## src/rtl/seven_segment_decoder.sv

```systemverilog
// Monitors a multiplexed active-low 8-digit seven-segment bus and rebuilds the
// displayed 32-bit hex value, one settled, legal digit capture at a time.
module seven_segment_decoder #(
    parameter int unsigned SETTLE_CYCLES = 16
) (
    input  logic        clk_in,
    input  logic        rst_in,
    input  logic [6:0]  cat_in,
    input  logic [7:0]  an_in,
    output logic [31:0] val_out,
    output logic        valid_out,
    output logic        err_out,
    output logic [7:0]  digit_mask_out,
    output logic [1:0]  dbg_state_out
);

    typedef enum logic [1:0] {
        ST_WAIT   = 2'd0,
        ST_SAMPLE = 2'd1,
        ST_DONE   = 2'd2
    } state_t;

    localparam logic [15:0] SETTLE_MAX = 16'(SETTLE_CYCLES);
    localparam logic [15:0] SETTLE_M1  = 16'(SETTLE_CYCLES - 1);

    logic [7:0]  r_an_s1, r_an_s2;
    logic [6:0]  r_cat_s1, r_cat_s2;
    logic [15:0] r_count;
    state_t      r_state, w_next_state;
    logic [31:0] r_shadow, r_val;
    logic [7:0]  r_mask;
    logic        r_valid, r_err;

    logic        w_change, w_capture, w_blank, w_onehot, w_nib_ok;
    logic [7:0]  w_sel, w_mask_next;
    logic [6:0]  w_seg;
    logic [3:0]  w_nib;
    logic [2:0]  w_idx;
    logic [31:0] w_shadow_next;

    // Stage 1 differing from stage 2 means the synchronized bus changes on the next edge.
    assign w_change  = ({r_an_s1, r_cat_s1} != {r_an_s2, r_cat_s2});
    assign w_capture = (r_state == ST_SAMPLE) && !w_change;

    always_ff @(posedge clk_in or negedge rst_in) begin
        if (!rst_in) begin
            r_an_s1  <= 8'hFF;
            r_an_s2  <= 8'hFF;
            r_cat_s1 <= 7'h7F;
            r_cat_s2 <= 7'h7F;
            r_count  <= 16'd0;
            r_state  <= ST_WAIT;
        end else begin
            r_an_s1  <= an_in;
            r_an_s2  <= r_an_s1;
            r_cat_s1 <= cat_in;
            r_cat_s2 <= r_cat_s1;
            r_state  <= w_next_state;
            if (w_change) begin
                r_count <= 16'd0;
            end else if (r_count != SETTLE_MAX) begin
                r_count <= r_count + 16'd1;
            end
        end
    end

    always_comb begin
        w_next_state = r_state;
        case (r_state)
            ST_WAIT:   if (!w_change && (r_count == SETTLE_M1)) w_next_state = ST_SAMPLE;
            ST_SAMPLE: w_next_state = w_change ? ST_WAIT : ST_DONE;
            ST_DONE:   if (w_change) w_next_state = ST_WAIT;
            default:   w_next_state = ST_WAIT;
        endcase
    end

    always_comb begin
        w_seg    = ~r_cat_s2;
        w_nib_ok = 1'b1;
        w_nib    = 4'h0;
        case (w_seg)
            7'h3F: w_nib = 4'h0;
            7'h06: w_nib = 4'h1;
            7'h5B: w_nib = 4'h2;
            7'h4F: w_nib = 4'h3;
            7'h66: w_nib = 4'h4;
            7'h6D: w_nib = 4'h5;
            7'h7D: w_nib = 4'h6;
            7'h07: w_nib = 4'h7;
            7'h7F: w_nib = 4'h8;
            7'h6F: w_nib = 4'h9;
            7'h77: w_nib = 4'hA;
            7'h7C: w_nib = 4'hB;
            7'h39: w_nib = 4'hC;
            7'h5E: w_nib = 4'hD;
            7'h79: w_nib = 4'hE;
            7'h71: w_nib = 4'hF;
            default: w_nib_ok = 1'b0;
        endcase
    end

    always_comb begin
        w_sel    = ~r_an_s2;
        w_blank  = (w_sel == 8'h00);
        w_onehot = $onehot(w_sel);
        w_idx    = 3'd0;
        for (int i = 0; i < 8; i++) begin
            if (w_sel[i]) w_idx = 3'(i);
        end
        w_shadow_next = r_shadow;
        w_shadow_next[{w_idx, 2'b00} +: 4] = w_nib;
        w_mask_next = r_mask | (8'h01 << w_idx);
    end

    // Frame completion writes val from the shadow including the nibble landing this edge.
    always_ff @(posedge clk_in or negedge rst_in) begin
        if (!rst_in) begin
            r_shadow <= 32'd0;
            r_val    <= 32'd0;
            r_mask   <= 8'd0;
            r_valid  <= 1'b0;
            r_err    <= 1'b0;
        end else begin
            r_valid <= 1'b0;
            r_err   <= 1'b0;
            if (w_capture && !w_blank) begin
                if (!w_onehot || !w_nib_ok) begin
                    r_err  <= 1'b1;
                    r_mask <= 8'd0;
                end else begin
                    r_shadow <= w_shadow_next;
                    if (w_mask_next == 8'hFF) begin
                        r_val   <= w_shadow_next;
                        r_valid <= 1'b1;
                        r_mask  <= 8'd0;
                    end else begin
                        r_mask <= w_mask_next;
                    end
                end
            end
        end
    end

    assign val_out        = r_val;
    assign valid_out      = r_valid;
    assign err_out        = r_err;
    assign digit_mask_out = r_mask;
    assign dbg_state_out  = r_state;

endmodule

```

## config.mk

```make
export PLATFORM = sky130hd
export DESIGN_NAME = seven_segment_decoder
export DESIGN_NICKNAME = d
export VERILOG_FILES = /design/src/rtl/seven_segment_decoder.sv
export SDC_FILE = /design/constraint.sdc
export NUM_CORES = 1
export LEC_CHECK = 0
export BUFFER_PORTS_ARGS = -buffer_cell sky130_fd_sc_hd__buf_2
export CORE_MARGIN = 2
export CORE_UTILIZATION = 44
export DETAILED_ROUTE_END_ITERATION = 8
export PLACE_DENSITY = 0.7
export SLEW_MARGIN = 20
export SYNTH_ARGS = -nofsm -noshare
export SYNTH_HDL_FRONTEND = slang
export SYNTH_SLANG_ARGS = --single-unit
```

## constraint.sdc

```tcl
create_clock -name clk_in -period 4.1 [get_ports clk_in]
set_input_delay 0.82 -clock clk_in [delete_from_list [all_inputs] [get_ports clk_in]]
set_output_delay 0.82 -clock clk_in [all_outputs]
set_load 0.05 [all_outputs]
```

== Word-level counts from Yosys, hierarchy flattened ==
Index checks and enable logic that the tools add are counted.

* Register bits after elaboration: 122
* Input port bits: 17
* Output and inout bits: 44
* Word-level logic and storage cells: 90

* Add/subtract/negate cells: 9
* Equal/unequal tests: 25
* Shift-type cells: 3
* Mux-type cells: 23
* Bitwise logic cells: 4
* Reduce and logical (&&, ||, !) cells: 15

{| class="wikitable"
|+ Operator list
! kind !! number
|-
| == test 7 bit (second input constant) || 12
|-
| case mux 4 bit (15 select lines) || 1
|-
| bitwise mux 32 bit || 1
|-
| two-way mux 16 bit || 2
|-
| variable shift 4 x 7 -> 32 bit (first input constant) || 1
|-
| indexed part select 4 x 7 -> 32 bit || 1
|-
| two-way mux 3 bit || 6
|-
| adder 16 x 1 -> 16 bit (second input constant) || 1
|-
| == test 16 x 4 -> 1 bit (second input constant) || 1
|-
| two-way mux 8 bit || 2
|-
| != test 16 x 5 -> 1 bit (second input constant) || 1
|-
| OR reduction 16 bit || 1
|-
| != test 15 bit || 1
|-
| == test 7 x 3 -> 1 bit (second input constant) || 2
|-
| == test 7 x 6 -> 1 bit (second input constant) || 2
|-
| adder 1 x 1 -> 2 bit || 4
|-
| == test 8 bit (second input constant) || 1
|-
| logical NOT 8 bit || 1
|-
| NOT 8 bit || 1
|-
| bitwise OR 8 bit || 1
|-
| left shift 1 x 3 -> 8 bit (first input constant) || 1
|-
| two-way mux 1 bit || 7
|-
| negation 5 -> 7 bit || 1
|-
| NOT 7 bit || 1
|-
| other kinds (16) || 26
|}

== Logic depth before layout (Yosys ltp) ==
Gate-level depths: netlist of run 1.

* Depth in word-level cells: 14
* Gate-level depth with buffers: 14
* Gate-level depth less buffers: 13

== Worst setup path after synthesis of run 1 ==
Ideal clock, no wire load.

* Path type: flip-flop to flip-flop
* Start: reg r_an_s2[3]
* End: reg r_val[2], in the netlist val_out[2]
* Setup time: 0.125 ns
* Data arrival time: 4.039 ns
* Data required time: 3.975 ns
* Path slack: -0.064 ns
* Cell stages (with the launch flop): 15
* Buffers on the path: 1
* Period minus slack after synthesis: 4.164 ns
* Cell sequence: dfstp_2 > fa_1 > inv_1 > fa_1 > fa_1 > ha_1 > inv_1 > fa_1 > a211oi_1 > mux2_2 > nand3_1 > a41o_4 > nor3_4 > buf_6 > mux2_2

* Word-level cells in the longest chain between the ends: 10
* Elaborated cells on any way between the ends: 27
* Classes of those cells: 4 x add/sub; 3 x eq/ne; 3 x shift; 6 x mux; 3 x bitwise; 8 x reduce/logical

{| class="wikitable"
|+ RTL lines
! item !! RTL line !! text
|-
| from (decl) || 26 || <nowiki>logic [7:0] r_an_s1, r_an_s2;</nowiki>
|-
| from (signal assigned) || 55 || <nowiki>r_an_s2 <= r_an_s1;</nowiki>
|-
| branches (longest 10 deep; another with negation 5 -> 7 bit) || -- ||
|-
| to (signal assigned) || 133 || <nowiki>r_val <= w_shadow_next;</nowiki>
|-
| to (decl) || 30 || <nowiki>logic [31:0] r_shadow, r_val;</nowiki>
|}

Parallel ways; which one is timed is not known.
A chain may end at the register's enable or synchronous reset.

== Worst setup path after layout of run 1 ==
* Start: reg r_an_s2[1]
* End: reg r_val[5], in the netlist val_out[5]

* Word-level cells in the longest chain between the ends: 12
* Elaborated cells on any way between the ends: 29
* Classes of those cells: 4 x add/sub; 3 x eq/ne; 3 x shift; 8 x mux; 3 x bitwise; 8 x reduce/logical

{| class="wikitable"
|+ RTL lines
! item
|-
| branches (longest 12 deep; another with negation 5 -> 7 bit)
|}

Parallel ways; which one is timed is not known.

==> flow_metrics.env, run 1 <==
export IMPL_finalSetupTns_ps=-4210
export IMPL_status="finished, violations left"
export IMPL_diodes=0
export IMPL_ir_drop_uv=235
export IMPL_seqCellArea_um2=3090
export IMPL_power_density_nw_per_um2=397
export IMPL_cts_tree="yes"
export IMPL_dpl_hpwl_um=8750
export IMPL_clk_pin_slew_ps=60
export IMPL_ys_flop_type="dfrtp_1"
export IMPL_crit_required_ps=4400
export IMPL_internal_power_uw=2310
export IMPL_synth_edf_count=0
export IMPL_arrival_ps=4530
export IMPL_synth_seq_cells=122
export IMPL_nNetsFinal=625
export IMPL_syn_area_per_cell_um2=11.9
export IMPL_globalplace_congestion=0.804
export IMPL_worstSetupStartpointType="flip-flop"
export IMPL_initial_utilization=0.452
export IMPL_die_w_um=121
export IMPL_p_clk_frac=0.508
export IMPL_r2r_setup_slack_ps=-130
export IMPL_grt_max_degree=81
export IMPL_grt_pass1_vias=4370
export IMPL_worstHoldStart="r_cat_s1[0]$_DFF_PN1_"
export IMPL_skew_ps=8.56
export IMPL_fin_util=0.568
export IMPL_viasPerCell=5.49
export IMPL_antenna_found_initial=0
export IMPL_slew_viol_final=0
export IMPL_syn2layout_area_growth_pct=25.8
export IMPL_worstSetupPathType="flip-flop to flip-flop"
export IMPL_ys_warn_count=0
export IMPL_post_place_ws_ps=-153
export IMPL_yosysUniqueCellTypes=60
export IMPL_tightest_slew_ps=1140
export IMPL_syn_nets=537
export IMPL_drv_cap=0
export IMPL_drtIter0Drc=280
export IMPL_violations="negative setup slack"
export IMPL_r2r_cells=15
export IMPL_synthTopCellsByCount="dfrtp_1 (92), mux2_2 (57), nor2_1 (50)"
export IMPL_cp_end_kind="flip-flop"
export IMPL_timing_fmax_mhz=236
export IMPL_period_share=1.03
export IMPL_cts_root_buf="clkbuf_16"
export IMPL_swShare=0.228
export IMPL_whs_path_depth=0
export IMPL_seq_power_share=0.420
export IMPL_cts_htree_levels=4
export IMPL_worst_slack_ps=-130
export IMPL_wirelength_um=13500
export IMPL_die_y_um=121
export IMPL_final_area_um2=7530
export IMPL_min_to="r_cat_s2[0]$_DFF_PN1_"
export IMPL_synth_area_leaders="dfrtp_1 (38%), dfstp_2 (13%), mux2_2 (11%)"
export IMPL_rsz0062_at_grt="yes"
export IMPL_grt_pass1_wl_um=21800
export IMPL_path_max_fanout=6
export IMPL_boundaryPins=61
export IMPL_firstDrtPassIters=5
export IMPL_comb_power_share=0.072
export IMPL_yosys_area_top_type="dfrtp_1"
export IMPL_grt_usage=0.191
export IMPL_grt_ovfl_total=0
export IMPL_synth_most_common_cell="dfrtp_1"
export IMPL_holdWs_ps=368
export IMPL_cts_made_buffers=17
export IMPL_synth_top_area_frac=0.385
export IMPL_r2r_start="r_an_s2[1]$_DFF_PN1_"
export IMPL_portBuffers=60
export IMPL_drc=0
export IMPL_vias=4286
export IMPL_r2r_end="val_out[5]$_DFFE_PN0P_"
export IMPL_insertion_delay_ps=420
export IMPL_max_slew_margin=0.231
export IMPL_drive_above_1_share=0.414
export IMPL_detail_route_antenna_nets=0
export IMPL_n_fill_cell=1078
export IMPL_setup_viol=55
export IMPL_leakage_uw=0.00348
export IMPL_postCtsHoldBufs=0
export IMPL_hp_class="flip-flop to flip-flop"
export IMPL_hold_violations=0
export IMPL_place_area_um2=6590
export IMPL_dieArea_um2=14600
export IMPL_finalCriticalPeriod_ps=4230
export IMPL_yosysSeqAreaShare=0.516
export IMPL_clock_path_buffers=2
export IMPL_rows=42
export IMPL_core_area_um2=13200
export IMPL_synthCells=503
export IMPL_p_sw_uw=681
export IMPL_multi_input_area_um2=2930
export IMPL_syn_area_um2=5990
export IMPL_cts_sinks=122
export IMPL_synthArstFlopShare=1.00
export IMPL_wl_per_cell_um=17.4
==> critical path, stage by stage (launching register included) <==
cell	delay, ps
dfstp_2	540
fa_1	420
inv_2	70
fa_1	430
fa_1	530
ha_2	190
inv_2	40
fa_2	350
a211oi_2	170
mux2_4	190
nand3_4	80
a41o_4	280
nor3_4	170
buf_6	170
clkbuf_16	150
mux2_2	330
==> cell type report <==
| type | instances | share of cell area |
|---|---|---|
| Sequential cell | 122 | 0.411 |
| Tap cell | 176 | 0.0293 |
| Clock buffer | 26 | 0.0690 |
| Clock inverter | 6 | 0.0113 |
| Timing Repair Buffer | 86 | 0.0800 |
| Multi-Input combinational cell | 343 | 0.389 |
| Inverter | 21 | 0.0105 |
==> cell usage in the layout (no fill, tap or decap), types with 4 or more instances in the layout <==
master,synthesis,final
a21oi_1,17,17
a31oi_1,6,6
and3_1,5,5
buf_12,0,4
buf_2,7,59
buf_4,1,17
clkbuf_16,0,19
clkbuf_8,0,6
dfrtp_1,92,92
dfstp_2,30,30
ha_1,13,12
inv_1,20,18
mux2_2,57,42
mux2_4,0,39
nand2_1,22,22
nand2b_1,6,6
nand3_1,17,14
nand4_1,4,4
nor2_1,50,50
nor2b_1,4,4
nor3_1,12,10
nor4_1,4,4
nor4b_1,5,5
o21ai_0,7,7
o311ai_1,4,4
o31ai_1,7,7
xnor2_1,11,11
xor2_1,19,19
==> power by group through the flow <==
stage	clock network, µW	registers [µW]	logic [µW]
detailed placement	0	1280	183
floorplan	0	1260	116
global route	1590	1260	236
finish	1520	1260	215
CTS	1540	1260	197
global placement	0	1280	173
==> stage by stage <==
step / power [µW] / std cells
floorplan: 1380 / 503
global placement: 1450 / 740
detailed placement: 1460 / 740
CTS: 2990 / 778
global route: 3080 / 780
finish: 2990 / 780
==> worst max path at each step <==
| stage | start | end | cells past startpoint |
|---|---|---|---|
| floorplan | r_an_s2[3]$_DFF_PN1_ | val_out[2]$_DFFE_PN0P_ | 14 |
| finish | r_an_s2[1]$_DFF_PN1_ | val_out[5]$_DFFE_PN0P_ | 15 |
| global placement | r_an_s2[1]$_DFF_PN1_ | val_out[5]$_DFFE_PN0P_ | 14 |
| CTS | r_an_s2[1]$_DFF_PN1_ | val_out[4]$_DFFE_PN0P_ | 15 |
| detailed placement | r_an_s2[1]$_DFF_PN1_ | val_out[5]$_DFFE_PN0P_ | 14 |
| global route | r_an_s2[1]$_DFF_PN1_ | val_out[29]$_DFFE_PN0P_ | 15 |
==> registers in the layout (all words and copies together) (netlist names), 2 cells and up <==
signal	flops
dbg_state_out	2
r_cat_s1	7
r_an_s2	8
r_cat_s2	7
digit_mask_out	8
r_count	16
val_out	32
r_shadow	32
r_an_s1	8
==> metal layers <==
layer  global-route usage  routed length (µm)  vias up
met2                0.307                6620       88
met4               0.0778                 292        0
met3               0.0472                 470       28
met5                    0                   0        -
met1                0.248                6160     2190
li1                     -                   -     1980
==> what timing repair did <==
action	CTS	global route
setup endpoints to repair	46	72
setup buffers	5	1
resized for setup	26	35
pin swaps	1	6
cloned	1	2
==> kinds of logic after synthesis <==
logic type	count (synthesis)	synth area share
buffers and inverters	38	0.0297
adders and majority gates	17	0.0406
AOI/OAI and AO/OA	62	0.0753
DFF	122	0.516
xor gates and xnor gates	30	0.0439
and+or+nand+nor	149	0.135
muxes	85	0.159
Note: power is estimated with default switching activity, not from simulation.
==> run 2: changes to the inputs <==
- CTS_BUF_LIST: default -> sky130_fd_sc_hd__clkbuf_2 sky130_fd_sc_hd__clkbuf_4 sky130_fd_sc_hd__clkbuf_8
==> run 2 against run 1 <==
Net effect:
- the flow still finishes with violations (negative setup slack)
- register-to-register slack improved by 50 ps
- critical endpoint is now r_shadow[25]$_DFFE_PN0P_
- final cell count increased by 0.13%
- sequential share of layout area increased by 0.79 points
- sequential power about the same
- count of clock-buffer cells in the layout unchanged
- critical path type unchanged
- setup slack improved by 47 ps
==> flow_metrics.env, run 2 (same netlist as run 1, synthesis figures left out) <==
export IMPL_crit_chain="fa_1 -> inv_2 -> fa_1 -> fa_1 -> ha_2 -> inv_2 -> fa_2 -> a211oi_2 -> mux2_4 -> nand3_4 -> a41o_4 -> buf_6 -> nor2_4 -> buf_12 -> mux2_2"
export IMPL_final_common_cell="dfrtp_1"
export IMPL_worstSetupPathType="flip-flop to flip-flop"
export IMPL_worstSetupStartpointType="flip-flop"
export IMPL_initial_utilization=0.452
export IMPL_ir_drop_uv=159
export IMPL_crit_required_ps=4420
export IMPL_crit_top_cell="fa_1"
export IMPL_holdWs_ps=313
export IMPL_drc=0
export IMPL_path_max_fanout=18
export IMPL_cts_sinks=122
export IMPL_die_w_um=121
export IMPL_hp_class="input port to asynchronous set/reset pin"
export IMPL_rsz0062_at_grt="yes"
export IMPL_nNetsFinal=626
export IMPL_fin_util=0.558
export IMPL_drive_above_1_share=0.418
export IMPL_place_area_um2=6590
export IMPL_finalCriticalPeriod_ps=4180
export IMPL_firstDrtPassIters=4
export IMPL_grt_ovfl_total=0
export IMPL_dieArea_um2=14600
export IMPL_die_y_um=121
export IMPL_cpMaxStageDelayCell="dfstp_2"
export IMPL_rows=42
export IMPL_grt_usage=0.189
export IMPL_hold_violations=0
export IMPL_boundaryPins=61
export IMPL_skew_ps=13.8
export IMPL_diodes=0
export IMPL_arrival_ps=4500
export IMPL_n_fill_cell=1113
export IMPL_max_slew_margin=0.267
export IMPL_cts_made_buffers=17
export IMPL_portBuffers=60
export IMPL_core_area_um2=13200
export IMPL_leakage_uw=0.00342
export IMPL_dpl_hpwl_um=8750
export IMPL_period_share=1.02
export IMPL_wl_per_cell_um=17.1
export IMPL_grt_pass1_vias=4337
export IMPL_cp_end_kind="flip-flop"
export IMPL_grt_max_degree=81
export IMPL_clock_path_buffers=2
export IMPL_violations="negative setup slack"
export IMPL_path_delay_family="adder cells"
export IMPL_drtIter0Drc=306
export IMPL_cts_root_buf="clkbuf_8"
export IMPL_tightest_slew_ps=1080
export IMPL_vias=4214
export IMPL_globalplace_congestion=0.804
export IMPL_cts_tree="yes"
export IMPL_post_place_ws_ps=-153
export IMPL_setup_viol=54
export IMPL_final_cell_mix="dfrtp_1 (92), buf_2 (59), nor2_1 (50), mux2_4 (44), mux2_2 (37)"
export IMPL_postCtsHoldBufs=0
export IMPL_power_density_nw_per_um2=352
export IMPL_drv_cap=0
export IMPL_cts_htree_levels=4
export IMPL_slowest_delay_ps=540
export IMPL_slew_viol_final=0
export IMPL_place_inst=740
export IMPL_insertion_delay_ps=440
export IMPL_detail_route_antenna_nets=0
export IMPL_timing_fmax_mhz=239
export IMPL_wirelength_um=13300
export IMPL_viasPerCell=5.40
export IMPL_fin_cells=781
export IMPL_worst_slack_ps=-83.2
export IMPL_syn2layout_area_growth_pct=23.4
export IMPL_antenna_found_initial=0
export IMPL_final_area_um2=7380
export IMPL_cp_num_buf_inv=4
export IMPL_grt_pass1_wl_um=21500
export IMPL_clk_pin_slew_ps=70
export IMPL_status="finished, violations left"
[run 2: what timing repair did]
action,CTS,global route
gates cloned,1,2
buffers inserted,5,1
resized for setup,25,39
pin swaps,1,6
endpoints found under the setup margin,47,72
[run 2: through the flow]
step	total power, µW	TNS, ps
after detailed placement	1460	-4880
final	2600	-2910
after global placement	1450	0
after floorplan	1380	0
after CTS	2600	-3540
after global routing	2700	-9180
[run 2: path summary, 6_finish.rpt]
check | start | to | slack (ps) | depth (start not counted)
hold / removal | rst_in | r_count[0]$_DFFE_PN0P_ | 310 | 1
setup / recovery | r_an_s2[1]$_DFF_PN1_ | r_shadow[25]$_DFFE_PN0P_ | -80 | 15
max in group asynchronous | rst_in | r_an_s1[2]$_DFF_PN1_ | 2880 | 3
setup reg to reg | r_an_s2[1]$_DFF_PN1_ | r_shadow[25]$_DFFE_PN0P_ | -80 | 15
hold reg to reg | r_an_s1[7]$_DFF_PN1_ | r_an_s2[7]$_DFF_PN1_ | 370 | 0
min in group clk_in | r_an_s1[7]$_DFF_PN1_ | r_an_s2[7]$_DFF_PN1_ | 370 | 0
[run 2: report_power, final]
part | internal [µW] | leakage [µW] | switching, µW
sequential | 1230 | 0.00160 | 23.3
clock | 656 | 0.000216 | 468
combinational | 89.3 | 0.00161 | 127
total | 1980 | 0.00342 | 618
[run 2: per-layer routing]
metal  share of wire  vias up  GRT usage
met5               0        -          0
met4           0.023        0     0.0814
met3           0.035       30     0.0415
met2            0.49       84      0.303
met1            0.45     2123      0.247
li1                -     1977          -
[run 2: final cells by class]
type	count	area (µm²)	area share
clock buffer	26	339	0.0459
clock inverter	6	85.1	0.0115
multi-input combinational	343	2950	0.399
inverter	21	78.8	0.0107
sequential	122	3090	0.419
tap	176	220	0.0298
timing repair buffer	87	626	0.0847
==> run 3: changes to the inputs <==
- SKIP_LAST_GASP: default -> 1
==> run 3 against run 2 <==
Net effect:
- the flow still finishes with violations (negative setup slack)
- clock power hardly changed
- core utilization shrank 0.53 points
- total power is essentially flat
- register-to-register slack got worse by 40 ps
- hold slack about the same
- flip-flop and latch count unchanged
- largest power group unchanged
- highest routed layer unchanged
==> flow_metrics.env, run 3 (same netlist as run 1, synthesis figures left out) <==
export IMPL_gr_usage_met1=0.242
export IMPL_grt_pass1_wl_um=21300
export IMPL_portBuffers=60
export IMPL_met3_usage=0.0410
export IMPL_status="finished, violations left"
export IMPL_drc=0
export IMPL_globalplace_congestion=0.804
export IMPL_initial_utilization=0.452
export IMPL_clk_pin_slew_ps=70
export IMPL_dpl_hpwl_um=8750
export IMPL_power_density_nw_per_um2=355
export IMPL_hp_class="input port to asynchronous set/reset pin"
export IMPL_skew_ps=14.4
export IMPL_cp_end_kind="flip-flop"
export IMPL_nNetsFinal=626
export IMPL_grt_ovfl_total=0
export IMPL_rsz0062_at_grt="yes"
export IMPL_drv_cap=0
export IMPL_grt_busiest_layer="met2"
export IMPL_drive_above_1_share=0.412
export IMPL_path_max_fanout=6
export IMPL_die_w_um=121
export IMPL_crit_required_ps=4430
export IMPL_insertion_delay_ps=440
export IMPL_drtIter0Drc=219
export IMPL_vias=4210
export IMPL_postCtsHoldBufs=0
export IMPL_period_share=1.03
export IMPL_grt_usage=0.187
export IMPL_detail_route_antenna_nets=0
export IMPL_final_common_cell="dfrtp_1"
export IMPL_wl_per_cell_um=16.8
export IMPL_timing_fmax_mhz=237
export IMPL_syn2layout_area_growth_pct=22.2
export IMPL_max_slew_margin=0.258
export IMPL_ir_drop_uv=163
export IMPL_die_y_um=121
export IMPL_clock_path_buffers=2
export IMPL_cts_made_buffers=17
export IMPL_cts_htree_levels=4
export IMPL_post_place_ws_ps=-153
export IMPL_core_area_um2=13200
export IMPL_worst_slack_ps=-120
export IMPL_cts_tree="yes"
export IMPL_viasPerCell=5.39
export IMPL_fin_util=0.552
export IMPL_n_fill_cell=1129
export IMPL_worstSetupPathType="flip-flop to flip-flop"
export IMPL_rows=42
export IMPL_antenna_found_initial=0
export IMPL_power_uw=2590
export IMPL_violations="negative setup slack"
export IMPL_fin_cells=781
export IMPL_worstSetupStartpointType="flip-flop"
export IMPL_arrival_ps=4550
export IMPL_grt_max_degree=81
export IMPL_dieArea_um2=14600
export IMPL_grt_pass1_vias=4318
export IMPL_hold_violations=0
export IMPL_diodes=0
export IMPL_place_inst=740
export IMPL_wirelength_um=13100
export IMPL_boundaryPins=61
export IMPL_slew_viol_final=0
export IMPL_finalCriticalPeriod_ps=4220
export IMPL_cts_root_buf="clkbuf_8"
export IMPL_cts_sinks=122
export IMPL_setup_viol=56
export IMPL_leakage_uw=0.00341
export IMPL_firstDrtPassIters=5
export IMPL_final_cell_mix="dfrtp_1 (92), buf_2 (59), nor2_1 (50), mux2_2 (48), dfstp_2 (30)"
export IMPL_tightest_slew_ps=1100
export IMPL_use_met2=0.303
==> run 3: cell types whose count changed in the layout (fill, tap and decap cells not counted), sizes merged <==
cell	previous run	this run
clkbuf	28	27
buf	85	86
==> run 3: worst paths after layout <==
kind / startpoint / end / slack (ps) / cells past startpoint
hold / removal: rst_in / r_count[0]$_DFFE_PN0P_ / 310 / 1
hold reg to reg: r_an_s1[7]$_DFF_PN1_ / r_an_s2[7]$_DFF_PN1_ / 370 / 0
min in group clk_in: r_an_s1[7]$_DFF_PN1_ / r_an_s2[7]$_DFF_PN1_ / 370 / 0
max in group asynchronous: rst_in / r_an_s1[2]$_DFF_PN1_ / 2890 / 3
setup / recovery: r_an_s2[3]$_DFF_PN1_ / val_out[31]$_DFFE_PN0P_ / -120 / 15
setup reg to reg: r_an_s2[3]$_DFF_PN1_ / val_out[31]$_DFFE_PN0P_ / -120 / 15
==> run 3: area by class of cell <==
cell class                      instances  area (µm²)  area share
Inverter                               21        78.8      0.0108
Clock inverter                          6        85.1      0.0116
Tap cell                              176         220      0.0301
Clock buffer                           26         339      0.0464
Multi-Input combinational cell        343        2890       0.395
Sequential cell                       122        3090       0.423
Timing Repair Buffer                   87         611      0.0835
==> run 3: report_power, final <==
| group | total [µW] | switching (µW) | internal, µW |
|---|---|---|---|
| Sequential | 1260 | 23.4 | 1230 |
| Combinational | 216 | 127 | 89.4 |
| Clock | 1120 | 467 | 656 |
| Total | 2590 | 617 | 1980 |
==> run 3: layer usage <==
metal / vias to the layer above / routed length (µm)
li1: 1979 / -
met1: 2143 / 6050
met2: 63 / 6400
met3: 25 / 414
met4: 0 / 268
met5: - / 0
==> run 3: per-stage QoR <==
stage | cell area, µm² | hold slack [ps] | TNS, ps
floorplan | 5990 | 360 | 0
global placement | 6590 | 364 | 0
detailed placement | 6590 | 365 | -4880
CTS | 7110 | 367 | -3620
global route | 7310 | 319 | -10400
finish | 7310 | 312 | -4660
==> run 3: critical path, cell delays in order (launching register included) <==
cell	delay, ps
dfstp_2	550
fa_1	430
inv_2	70
fa_1	430
fa_1	540
ha_2	190
inv_2	40
fa_2	370
a211oi_2	170
mux2_4	190
nand3_4	60
a41o_4	280
nor3_4	160
buf_6	170
clkbuf_16	160
mux2_4	300
==> run 3: what timing repair did <==
action / CTS / global route
buffers inserted: 5 / 1
endpoints found under the setup margin: 47 / 72
resized for setup: 11 / 41
gates cloned: 1 / 2
pin swaps: 1 / 9
